===== src/rtl/mul_seq32.sv =====
// mul_seq32: sequential 32x32 shift-add multiplier that sequences an external
// combinational 32-bit add/subtract unit, waiting SETTLE_CYCLES per add.
// Optional feature: define MUL_SIGNED_EN for two's-complement operands.
module mul_seq32 #(
   parameter int unsigned SETTLE_CYCLES = 2
) (
   input  logic        clk,
   input  logic        rst,
   input  logic        start,
   input  logic [31:0] mcand,
   input  logic [31:0] mplier,
   output logic        busy,
   output logic        done,
   output logic [63:0] product,
   output logic [31:0] alu_a,
   output logic [31:0] alu_b,
   output logic        alu_f0,
   output logic        alu_f1,
   input  logic [31:0] alu_s,
   input  logic        alu_c
);

`ifdef MUL_SIGNED_EN
   localparam bit SIGNED_EN = 1'b1;
`else
   localparam bit SIGNED_EN = 1'b0;
`endif

   localparam int unsigned SC_W = (SETTLE_CYCLES > 1) ? $clog2(SETTLE_CYCLES) : 1;
   localparam logic [SC_W-1:0] SC_LAST = SC_W'(SETTLE_CYCLES - 1);

   typedef enum logic [1:0] {IDLE, CALC, DONE} state_t;

   state_t state, state_nxt;

   logic [31:0]     hi, lo, mc;
   logic [5:0]      it;
   logic [SC_W-1:0] sc;

   logic [31:0]     hi_n, lo_n, mc_n;
   logic [5:0]      it_n;
   logic [SC_W-1:0] sc_n;
   logic            s_in;
   logic [31:0]     b_eff;
   logic            step;

   logic            busy_n, done_n, alu_f0_n;
   logic [63:0]     product_n;
   logic [31:0]     alu_a_n, alu_b_n;

   // An iteration finishes on a no-add cycle or on the last cycle of a settle window
   assign step = (state == CALC) && (!lo[0] || (sc == SC_LAST));

   // State register
   always_ff @(posedge clk) begin
      if (rst) state <= IDLE;
      else     state <= state_nxt;
   end

   // Next-state logic
   always_comb begin
      state_nxt = state;
      case (state)
         IDLE:    if (start) state_nxt = CALC;
         CALC:    if (step && (it == 6'd31)) state_nxt = DONE;
         DONE:    state_nxt = IDLE;
         default: state_nxt = IDLE;
      endcase
   end

   // Datapath next values: operand capture and the shift/accumulate step
   always_comb begin
      hi_n  = hi;
      lo_n  = lo;
      mc_n  = mc;
      it_n  = it;
      sc_n  = sc;
      s_in  = 1'b0;
      b_eff = alu_f0 ? ~mc : mc;
      case (state)
         IDLE: begin
            if (start) begin
               mc_n = mcand;
               lo_n = mplier;
               hi_n = 32'd0;
               it_n = 6'd0;
               sc_n = '0;
            end
         end
         CALC: begin
            if (lo[0]) begin
               if (sc == SC_LAST) begin
                  // 33-bit sum sign: sign of A xor sign of effective B xor carry
                  s_in = SIGNED_EN ? (hi[31] ^ b_eff[31] ^ alu_c) : alu_c;
                  hi_n = {s_in, alu_s[31:1]};
                  lo_n = {alu_s[0], lo[31:1]};
                  it_n = it + 6'd1;
                  sc_n = '0;
               end else begin
                  sc_n = sc + SC_W'(1);
               end
            end else begin
               s_in = SIGNED_EN ? hi[31] : 1'b0;
               hi_n = {s_in, hi[31:1]};
               lo_n = {hi[0], lo[31:1]};
               it_n = it + 6'd1;
            end
         end
         default: ;
      endcase
   end

   // Output next values; adder inputs are loaded only at iteration boundaries
   always_comb begin
      busy_n    = (state_nxt != IDLE);
      done_n    = (state == CALC) && (state_nxt == DONE);
      product_n = done_n ? {hi_n, lo_n} : product;
      alu_a_n   = 32'd0;
      alu_b_n   = 32'd0;
      alu_f0_n  = 1'b0;
      if (state_nxt == CALC) begin
         if ((state != CALC) || step) begin
            if (lo_n[0]) begin
               alu_a_n  = hi_n;
               alu_b_n  = mc_n;
               alu_f0_n = SIGNED_EN && (it_n == 6'd31);
            end
         end else begin
            alu_a_n  = alu_a;
            alu_b_n  = alu_b;
            alu_f0_n = alu_f0;
         end
      end
   end

   // Register datapath and outputs
   always_ff @(posedge clk) begin
      if (rst) begin
         hi      <= 32'd0;
         lo      <= 32'd0;
         mc      <= 32'd0;
         it      <= 6'd0;
         sc      <= '0;
         busy    <= 1'b0;
         done    <= 1'b0;
         product <= 64'd0;
         alu_a   <= 32'd0;
         alu_b   <= 32'd0;
         alu_f0  <= 1'b0;
         alu_f1  <= 1'b0;
      end else begin
         hi      <= hi_n;
         lo      <= lo_n;
         mc      <= mc_n;
         it      <= it_n;
         sc      <= sc_n;
         busy    <= busy_n;
         done    <= done_n;
         product <= product_n;
         alu_a   <= alu_a_n;
         alu_b   <= alu_b_n;
         alu_f0  <= alu_f0_n;
         alu_f1  <= 1'b0;
      end
   end

endmodule


===== config.mk =====
export PLATFORM = sky130hd
export DESIGN_NAME = mul_seq32
export DESIGN_NICKNAME = d
export VERILOG_FILES = /design/src/rtl/mul_seq32.sv
export SDC_FILE = /design/constraint.sdc
export NUM_CORES = 1
export LEC_CHECK = 0
export ABC_AREA = 1
export ABC_CLOCK_PERIOD_IN_PS = 4000
export BUFFER_PORTS_ARGS = -buffer_cell sky130_fd_sc_hd__buf_2
export CORE_MARGIN = 3
export CORE_UTILIZATION = 50
export DETAILED_ROUTE_END_ITERATION = 8
export PLACE_DENSITY = 0.75
export SKIP_LAST_GASP = 1
export SLEW_MARGIN = 20
export SYNTH_ARGS = -nofsm -noshare
export SYNTH_HDL_FRONTEND = slang
export SYNTH_SLANG_ARGS = --single-unit

===== constraint.sdc =====
create_clock -name clk -period 4 [get_ports clk]
set_input_delay 0.4 -clock clk [delete_from_list [all_inputs] [get_ports clk]]
set_output_delay 0.4 -clock clk [all_outputs]
set_load 0.005 [all_outputs]

After elaboration in Yosys (flattened, before gate mapping)

Cells that the tools add are included.
Widths: inputs -> output; s select.

Register bits after elaboration: 235
Input bits: 100
Output and inout port bits: 132
Word-level logic and storage cells: 57

$add $sub $neg: 2
Eq/ne operators: 8
Muxes and demuxes: 23
Bitwise gates (word level): 1
Reductions and logical operators: 12

Operators by type and width:

| operator            | number |
|---|---|
| $mux 32             | 10 |
| $pmux 32 s2         | 2 |
| $mux 6              | 3 |
| $pmux 6 s2          | 1 |
| $add 6x1->6 const B | 1 |
| $eq 6x5->1 const B  | 1 |
| $reduce_and 3->1    | 2 |
| $eq 2x1->1 const B  | 2 |
| $mux 2              | 2 |
| $ne 2x2->1 const B  | 2 |
| $pmux 2 s2          | 1 |
| $reduce_bool 2->1   | 2 |
| $logic_and 1x1->1   | 3 |
| $mux 1              | 3 |
| $ne 3x3->1 const B  | 1 |
| $eq 2x2->1 const B  | 1 |
| $logic_not 2->1     | 1 |
| $logic_or 1x1->1    | 2 |
| $ne 2x1->1 const B  | 1 |
| $pmux 1 s2          | 1 |
| $reduce_or 2->1     | 1 |
| $add 1x1->1 const B | 1 |
| $logic_not 1->1     | 1 |
| $not 1->1           | 1 |

Logic depth before layout (Yosys ltp)

Gate-level depths: netlist of run 1.

Depth after elaboration: 9
Mapped depth: 12
Mapped depth without buffers: 9

Least setup slack after synthesis of run 1

No wires, ideal clock.

Kind: register to register
From: register it[0]
To: register product[10]
Library setup time: 0.109 ns
Arrival time: 1.373 ns
Required time: 3.891 ns
Slack: 2.518 ns
Stages on the path, launching flop included: 11
Buffers on the path: 2
Clock period less this slack: 1.482 ns
Cells stage by stage: dfxtp_1 > ha_1 > nand4_1 > nor2_1 > nand2_2 > inv_2 > buf_2 > buf_4 > nand3_1 > nand2_1 > inv_1

Word-level cells in the longest chain between the ends: 6

RTL lines:

| element                | RTL line | RTL |
|---|---|---|
| start, declared        | 37       | `logic [5:0] it;` |
| start signal, assigned | 155      | `it <= it_n;` |
| $eq 6x5->1             | 65       | `CALC: if (step && (it == 6'd31)) state_nxt = DONE;` |
| $logic_and 1x1->1      | 65       |  |
| $mux 2                 | 65       |  |
| $pmux 2 s2             | 63       | `case (state)` |
| $eq 2x2->1             | 116      | `done_n = (state == CALC) && (state_nxt == DONE);` |
| $logic_and 1x1->1      | 116      |  |
| end signal, assigned   | 159      | `product <= product_n;` |
| end, declared          | 14       | `output logic [63:0] product,` |

No other way between the ends.
A chain may end at the register's enable or synchronous reset.

Worst setup path in the final report of run 1

From: register lo[0]
To: register alu_b[28]

Word-level cells in the longest chain between the ends: 9
Elaborated cells on any way between the ends: 14
Classes of those cells: eq/ne (1); mux (6); bitwise (1); reduce/logical (6)

RTL lines:

| element                   | RTL line | RTL |
|---|---|---|
| start, declared           | 36       | `logic [31:0] hi, lo, mc;` |
| start signal, assigned    | 153      | `lo <= lo_n;` |
| $logic_not 1->1           | 52       | `assign step = (state == CALC) && (!lo[0] \|\| (sc == SC_LAST));` |
| $logic_or 1x1->1          | 52       |  |
| $logic_and 1x1->1         | 52       |  |
| $logic_and 1x1->1         | 65       |  |
| $mux 2                    | 65       |  |
| $pmux 2 s2                | 63       |  |
| $eq 2x1->1                | 121      | `if (state_nxt == CALC) begin` |
| $not 1->1 (no line)       | --       |  |
| $reduce_or 2->1 (no line) | --       |  |
| end signal, assigned      | 161      | `alu_b <= alu_b_n;` |
| end, declared             | 16       | `output logic [31:0] alu_b,` |

Several ways; a longest one is shown, not always the timed one.

==> results of run 1 <==
[power by group through the flow]
stage               registers, W  logic [W]  clock network, W
floorplan                0.00246   0.000273                 0
global placement         0.00246   0.000381                 0
detailed placement       0.00247   0.000385                 0
CTS                      0.00241   0.000386           0.00240
global route             0.00242   0.000434           0.00251
finish                   0.00241   0.000387           0.00236
[cells in the final DEF, fill, tap and decap left out, types with 13 or more instances in the layout]
cell	count
sky130_fd_sc_hd__nand3_1	189
sky130_fd_sc_hd__inv_1	152
sky130_fd_sc_hd__dfxtp_1	234
sky130_fd_sc_hd__o21ai_0	21
sky130_fd_sc_hd__buf_4	13
sky130_fd_sc_hd__a21oi_1	228
sky130_fd_sc_hd__buf_2	228
sky130_fd_sc_hd__o21ai_1	13
sky130_fd_sc_hd__nand2_1	467
sky130_fd_sc_hd__clkbuf_16	25
[sequential cells by signal (all words and copies together), names as in the netlist]
name     flops
done         1
state        2
it           6
alu_a       32
hi          32
mc          32
alu_b       32
busy         1
sc           1
product     64
lo          32
[final cells by class]
class / count / area [um2] / area share, %
inverters: 159 / 606 / 5.07
clock inverters: 5 / 78.8 / 0.660
flip-flops and latches: 235 / 4710 / 39.4
multi-input cells: 947 / 4200 / 35.2
repair buffers: 241 / 1240 / 10.4
clock buffers: 41 / 776 / 6.50
well taps: 265 / 332 / 2.78
[critical path, cell delays in order, from the launching register on]
cell and delay, ns:
sky130_fd_sc_hd__dfxtp_2 0.33, sky130_fd_sc_hd__inv_4 0.27, sky130_fd_sc_hd__nor2_1 0.12, sky130_fd_sc_hd__nor2_2 0.11, sky130_fd_sc_hd__buf_4 0.35, sky130_fd_sc_hd__nand2_4 0.37, sky130_fd_sc_hd__nand2_2 0.53, sky130_fd_sc_hd__buf_4 0.52
sky130_fd_sc_hd__a21oi_1 0.09
[metrics by stage]
step           util [%]  setup slack [ns]  instance area [um2]
4_1_cts            60.9              1.13                11900
3_3_place_gp       56.6              1.23                11100
5_1_grt            61.0             0.900                11900
3_5_place_dp       56.6              1.15                11100
2_1_floorplan         -              2.52                10000
6_report           61.0              1.11                11900
[worst paths after layout]
check	startpoint	slack [ns]	cells past startpoint	endpoint
worst max-delay path	lo[0]	1.11	8	alu_b[28]
worst min-delay path	mcand[10]	0.16	3	mc[10]
worst max register to register	lo[0]	1.11	8	alu_b[28]
worst min register to register	alu_b[24]	0.46	2	alu_b[24]
[cell families (layout without fill, tap and decap cells)]
group / Yosys count / after routing
adders and majority gates: 1 / 1
AOI/OAI and AO/OA: 265 / 265
other: 1 / 2
buffers and inverters: 259 / 446
DFF: 235 / 235
and+or+nand+nor: 679 / 679
[per-layer routing]
| layer | GRT usage, % | vias up |
|---|---|---|
| met2 | 38.5 | 336 |
| met4 | 9.41 | 2 |
| li1 | - | 4913 |
| met1 | 31.9 | 4329 |
| met3 | 3.80 | 63 |
| met5 | 0 | - |
==> flow_summary.ini, run 1 <==
[status]
result_of_the_run = finished, final reports clean

[yosys]
synth-compound-area-share_pct = 13.3
post_synth_mux_area_share_pct = 0
netlist_instances = 1440
synth_area_leader_cell = sky130_fd_sc_hd__dfxtp_1
synth_seq_cells = 235
synthesis.area_um2 = 10000
main_combinational_cell_family_by_area_after_synthesis = simple AND/OR/NAND/NOR gates
synth.top_cells.by_area = sky130_fd_sc_hd__dfxtp_1, sky130_fd_sc_hd__nand2_1, sky130_fd_sc_hd__a21oi_1, sky130_fd_sc_hd__nand3_1, sky130_fd_sc_hd__inv_1
synth_most_common_cell = sky130_fd_sc_hd__nand2_1
synth_simple_gate_area_share_pct = 28.2
synth_commonest_cells = sky130_fd_sc_hd__nand2_1, sky130_fd_sc_hd__dfxtp_1, sky130_fd_sc_hd__a21oi_1
synth_area_per_cell_um2 = 6.97
synthXorXnorAreaFrac_pct = 0
synthesized_area_fraction_occupied_by_adder_cells_pct = 0.125
yosys.cell_types.count = 25
synthFlopType = sky130_fd_sc_hd__dfxtp_1
yosys.area.top_type_share_pct = 46.9
synth.yosys.seq_area_share_pct = 46.9
number_of_enable_flip_flop_cells_after_synthesis = 0
async_reset_ff_share_pct = 0
ys_warn_count = 0

[worst_setup_path]
timing.critical_path.required_ns = 4.37
worst-path-max-fanout = 47
setup.worst_path.end_class = flip-flop
critPathKind = flip-flop to flip-flop
timing.critical_path.from_type = flip-flop
critPathArrivalTime_ns = 3.26

[clock_network]
cts_max_path_buffers = 3
cts.reportedPaths.clkPinSlew_ns = 0.06
clock-root-buffer = sky130_fd_sc_hd__clkbuf_16
cts.repair.resized = 0
tritoncts = built
cts_max_level = 1
post-cts-setup-buffer-count = 0
clkLatencyLatePin_ns = 0.51
numCtsBuffers = 25
clock_sink_count = 235
cts_hold_buf = 0

[timing]
grt_setup_unrepaired = false
setup_tns_ns = 0
final_max_slew_viol_count = 0
final_worst_path_cycle_share_pct = 72.3
report.final.hold_viol_count = 0
clock-skew-final_ns = 0.00874
final-setup-viol-count = 0
fmax_ghz = 0.346
tightest_slew_ns = 0.896
layout_min_cycle_time_ns = 2.89
slew-limit-headroom_pct = 40.2
final.hold.worst_slack_ns = 0.160

[grt]
grt_start_max_net_pins = 66
first_global_vias = 8942
antenna_violations_before_repair = 1
grt_pass1_wl_um = 43700
gr-total-overflow = 0
groute.usage.overall_pct = 23.8

[cells_and_area]
finish.net_count = 1710
n_antenna_cell = 0
area.growth.synth_to_final_pct = 19.0
post_route_cells_drive_above_1_share_pct = 18.5
nFillCells = 1878
finalNonFillerCells = 1893

[placed_design]
port-buffer-count = 229
finalWeightedCongestion = 0.819
dpl.cell_count = 1847
place_hpwl_um = 17100

[power_and_ir_drop]
clock_power_share_pct = 45.7
fin_total_pwr_w = 0.00516
internal-power_w = 0.00395
leakage_component_of_the_power_nw = 5.77
switching_share_pct = 23.4
netSwitchingPower_w = 0.00121
power.ir.vdd_worst_v = 0.000349
seq_power_share_pct = 46.8
combPwrFrac_pct = 7.5
cellPowerDensity_nw_per_um2 = 432

[drt]
met3WireLength_um = 1840
detailroute.via_count = 9643
post_drt_wl_per_cell_um = 14.1
drt_drc_violations_left = 0
met2RoutedLength_um = 12200
drt-total-wl_um = 26700
routedLengthMet1_um = 11600
detail_route.vias_per_cell = 5.09
dr.max_layer_used = met5
drt_pre_antenna_iters = 5
drtAntennaViolNets = 0
drtIter0Drc = 641

[job]
max_cap_viol_count = 0

[floorplanning]
dieWidth_um = 148
rows = 51
floorplan.die.height_um = 148
fp.dieArea_um2 = 21800
start_util_pct = 51.2
core_um2 = 19600
num_io_pins = 232

[worst_hold_path]
worstHoldPathType = input port to flip-flop
No activity file was read; power rests on OpenSTA's default activity.
==> run 2: changes to the inputs <==
- ABC_CLOCK_PERIOD_IN_PS: 4000 -> 2950
- clock period: 4 -> 2.95 ns (I/O delays scaled with it)
==> flow_summary.ini, run 2 (synthesis results as in run 1) <==
[clock_network]
numCtsBuffers = 26
cts_max_level = 1
cts.reportedPaths.clkPinSlew_ns = 0.06
clock_sink_count = 235
post-cts-setup-buffer-count = 0
clkLatencyLatePin_ns = 0.52
cts_max_path_buffers = 3
clock-root-buffer = sky130_fd_sc_hd__clkbuf_16
tritoncts = built

[worst_hold_path]
hold_depth = 3
worstHoldPathType = input port to flip-flop
worst_min_delay_path_startpoint = mcand[14]
whs_endpoint = mc[14]

[status]
result_of_the_run = finished, final reports clean

[timing]
clock-skew-final_ns = 0.0146
fmax_ghz = 0.431
final_max_slew_viol_count = 0
report.final.hold_viol_count = 0
final-setup-viol-count = 0
layout_min_cycle_time_ns = 2.32
setup_tns_ns = 0
slew-limit-headroom_pct = 43.7
final_worst_path_cycle_share_pct = 78.6
tightest_slew_ns = 0.845
grt_setup_unrepaired = false

[worst_setup_path]
critPathKind = flip-flop to flip-flop
critical_path.reg2reg.endpoint = product[27]
worstRegToRegCells = 9
rr_startpoint = lo[0]
worst-path-max-fanout = 61
critPathArrivalTime_ns = 2.78
rrSetupSlack_ns = 0.63
setup.worst_path.end_class = flip-flop
timing.critical_path.from_type = flip-flop
timing.critical_path.required_ns = 3.41

[floorplanning]
floorplan.die.height_um = 148
rows = 51
num_io_pins = 232
core_um2 = 19600
fp.dieArea_um2 = 21800
dieWidth_um = 148
start_util_pct = 51.2

[cells_and_area]
post_route_cells_drive_above_1_share_pct = 18.7
finish.net_count = 1715
area.growth.synth_to_final_pct = 19.6
mostFrequentLayoutCell = sky130_fd_sc_hd__nand2_1
commonest_cells_after_routing_fill_and_taps_aside = sky130_fd_sc_hd__nand2_1, sky130_fd_sc_hd__dfxtp_1, sky130_fd_sc_hd__a21oi_1, sky130_fd_sc_hd__buf_2, sky130_fd_sc_hd__nand3_1
max_reg_flops = 64
n_antenna_cell = 0
largest_register = product

[grt]
gr-total-overflow = 0
groute.usage.overall_pct = 23.6
grt_start_max_net_pins = 164
antenna_violations_before_repair = 0
grt_pass1_wl_um = 43600
first_global_vias = 8827

[power_and_ir_drop]
seq_power_share_pct = 47.2
clock_power_share_pct = 45.1
power.ir.vdd_worst_v = 0.000404
switching_share_pct = 23.9
cellPowerDensity_nw_per_um2 = 578
internal-power_w = 0.00528
fin_total_pwr_w = 0.00694
netSwitchingPower_w = 0.00166
leakage_component_of_the_power_nw = 5.80
combPwrFrac_pct = 7.7

[drt]
post_drt_wl_per_cell_um = 14.0
drtIter0Drc = 763
detail_route.vias_per_cell = 5.09
drt_pre_antenna_iters = 5
drt_drc_violations_left = 0
detailroute.via_count = 9659
drtAntennaViolNets = 0
drt-total-wl_um = 26500

[placed_design]
port-buffer-count = 229
place_hpwl_um = 17200
finalWeightedCongestion = 0.822

[job]
max_cap_viol_count = 0
-- run 2: layout make-up --
type                    count  area [um2]
inverters                 159         602
fillers                  1870        7600
well taps                 265         332
repair buffers            245        1310
multi-input cells         947        4200
clock inverters             6        30.0
clock buffers              42         812
flip-flops and latches    235        4710
-- run 2: per-layer routing --
layer	GRT usage [%]	vias up	routed length, um
met5	0	-	0
met4	8.25	0	983
met3	3.80	61	2040
met2	38.9	347	12200
met1	31.7	4314	11300
li1	-	4937	-
-- run 2: worst max path at each step --
| stage | startpoint | end |
|---|---|---|
| floorplan | it[0] | product[10] |
| global placement | it[0] | alu_a[0] |
| detailed placement | lo[0] | product[13] |
| CTS | it[0] | alu_b[13] |
| global route | it[0] | product[1] |
| finish | lo[0] | product[27] |
-- run 2: stage by stage --
stage / setup WS (ns) / hold WS (ns) / cell area [um2] / std cells / util (%)
global route: 0.413 / 0.0529 / 12000 / 1899 / 61.2
CTS: 0.644 / 0.0434 / 12000 / 1899 / 61.2
finish: 0.630 / 0.0574 / 12000 / 1899 / 61.2
floorplan: 1.47 / 0.368 / 10000 / 1441 / -
detailed placement: 0.681 / 0.452 / 11100 / 1850 / 56.9
global placement: 0.718 / 0.450 / 11100 / 1850 / 56.9
-- run 2: repair_timing --
item | in CTS | in global routing
hold buffers | 1 | 0
gates resized for setup | 0 | 0
endpoints found under the hold margin | 1 | 0
-- run 2: worst max-delay path, stage by stage, from the launching register on --
cell	delay [ns]
sky130_fd_sc_hd__dfxtp_2	0.35
sky130_fd_sc_hd__buf_4	0.49
sky130_fd_sc_hd__nand2_1	0.25
sky130_fd_sc_hd__nand2_4	0.18
sky130_fd_sc_hd__nand2_4	0.08
sky130_fd_sc_hd__inv_2	0.49
sky130_fd_sc_hd__nand2_1	0.16
sky130_fd_sc_hd__nand3_1	0.13
sky130_fd_sc_hd__nand2_1	0.07
sky130_fd_sc_hd__inv_1	0.05
-- run 2: power by group through the flow --
stage               sequential, W  combinational, W  clock (W)
floorplan                 0.00334          0.000370          0
global placement          0.00334          0.000525          0
detailed placement        0.00334          0.000529          0
CTS                       0.00327          0.000533    0.00319
global route              0.00328          0.000596    0.00332
finish                    0.00328          0.000533    0.00313
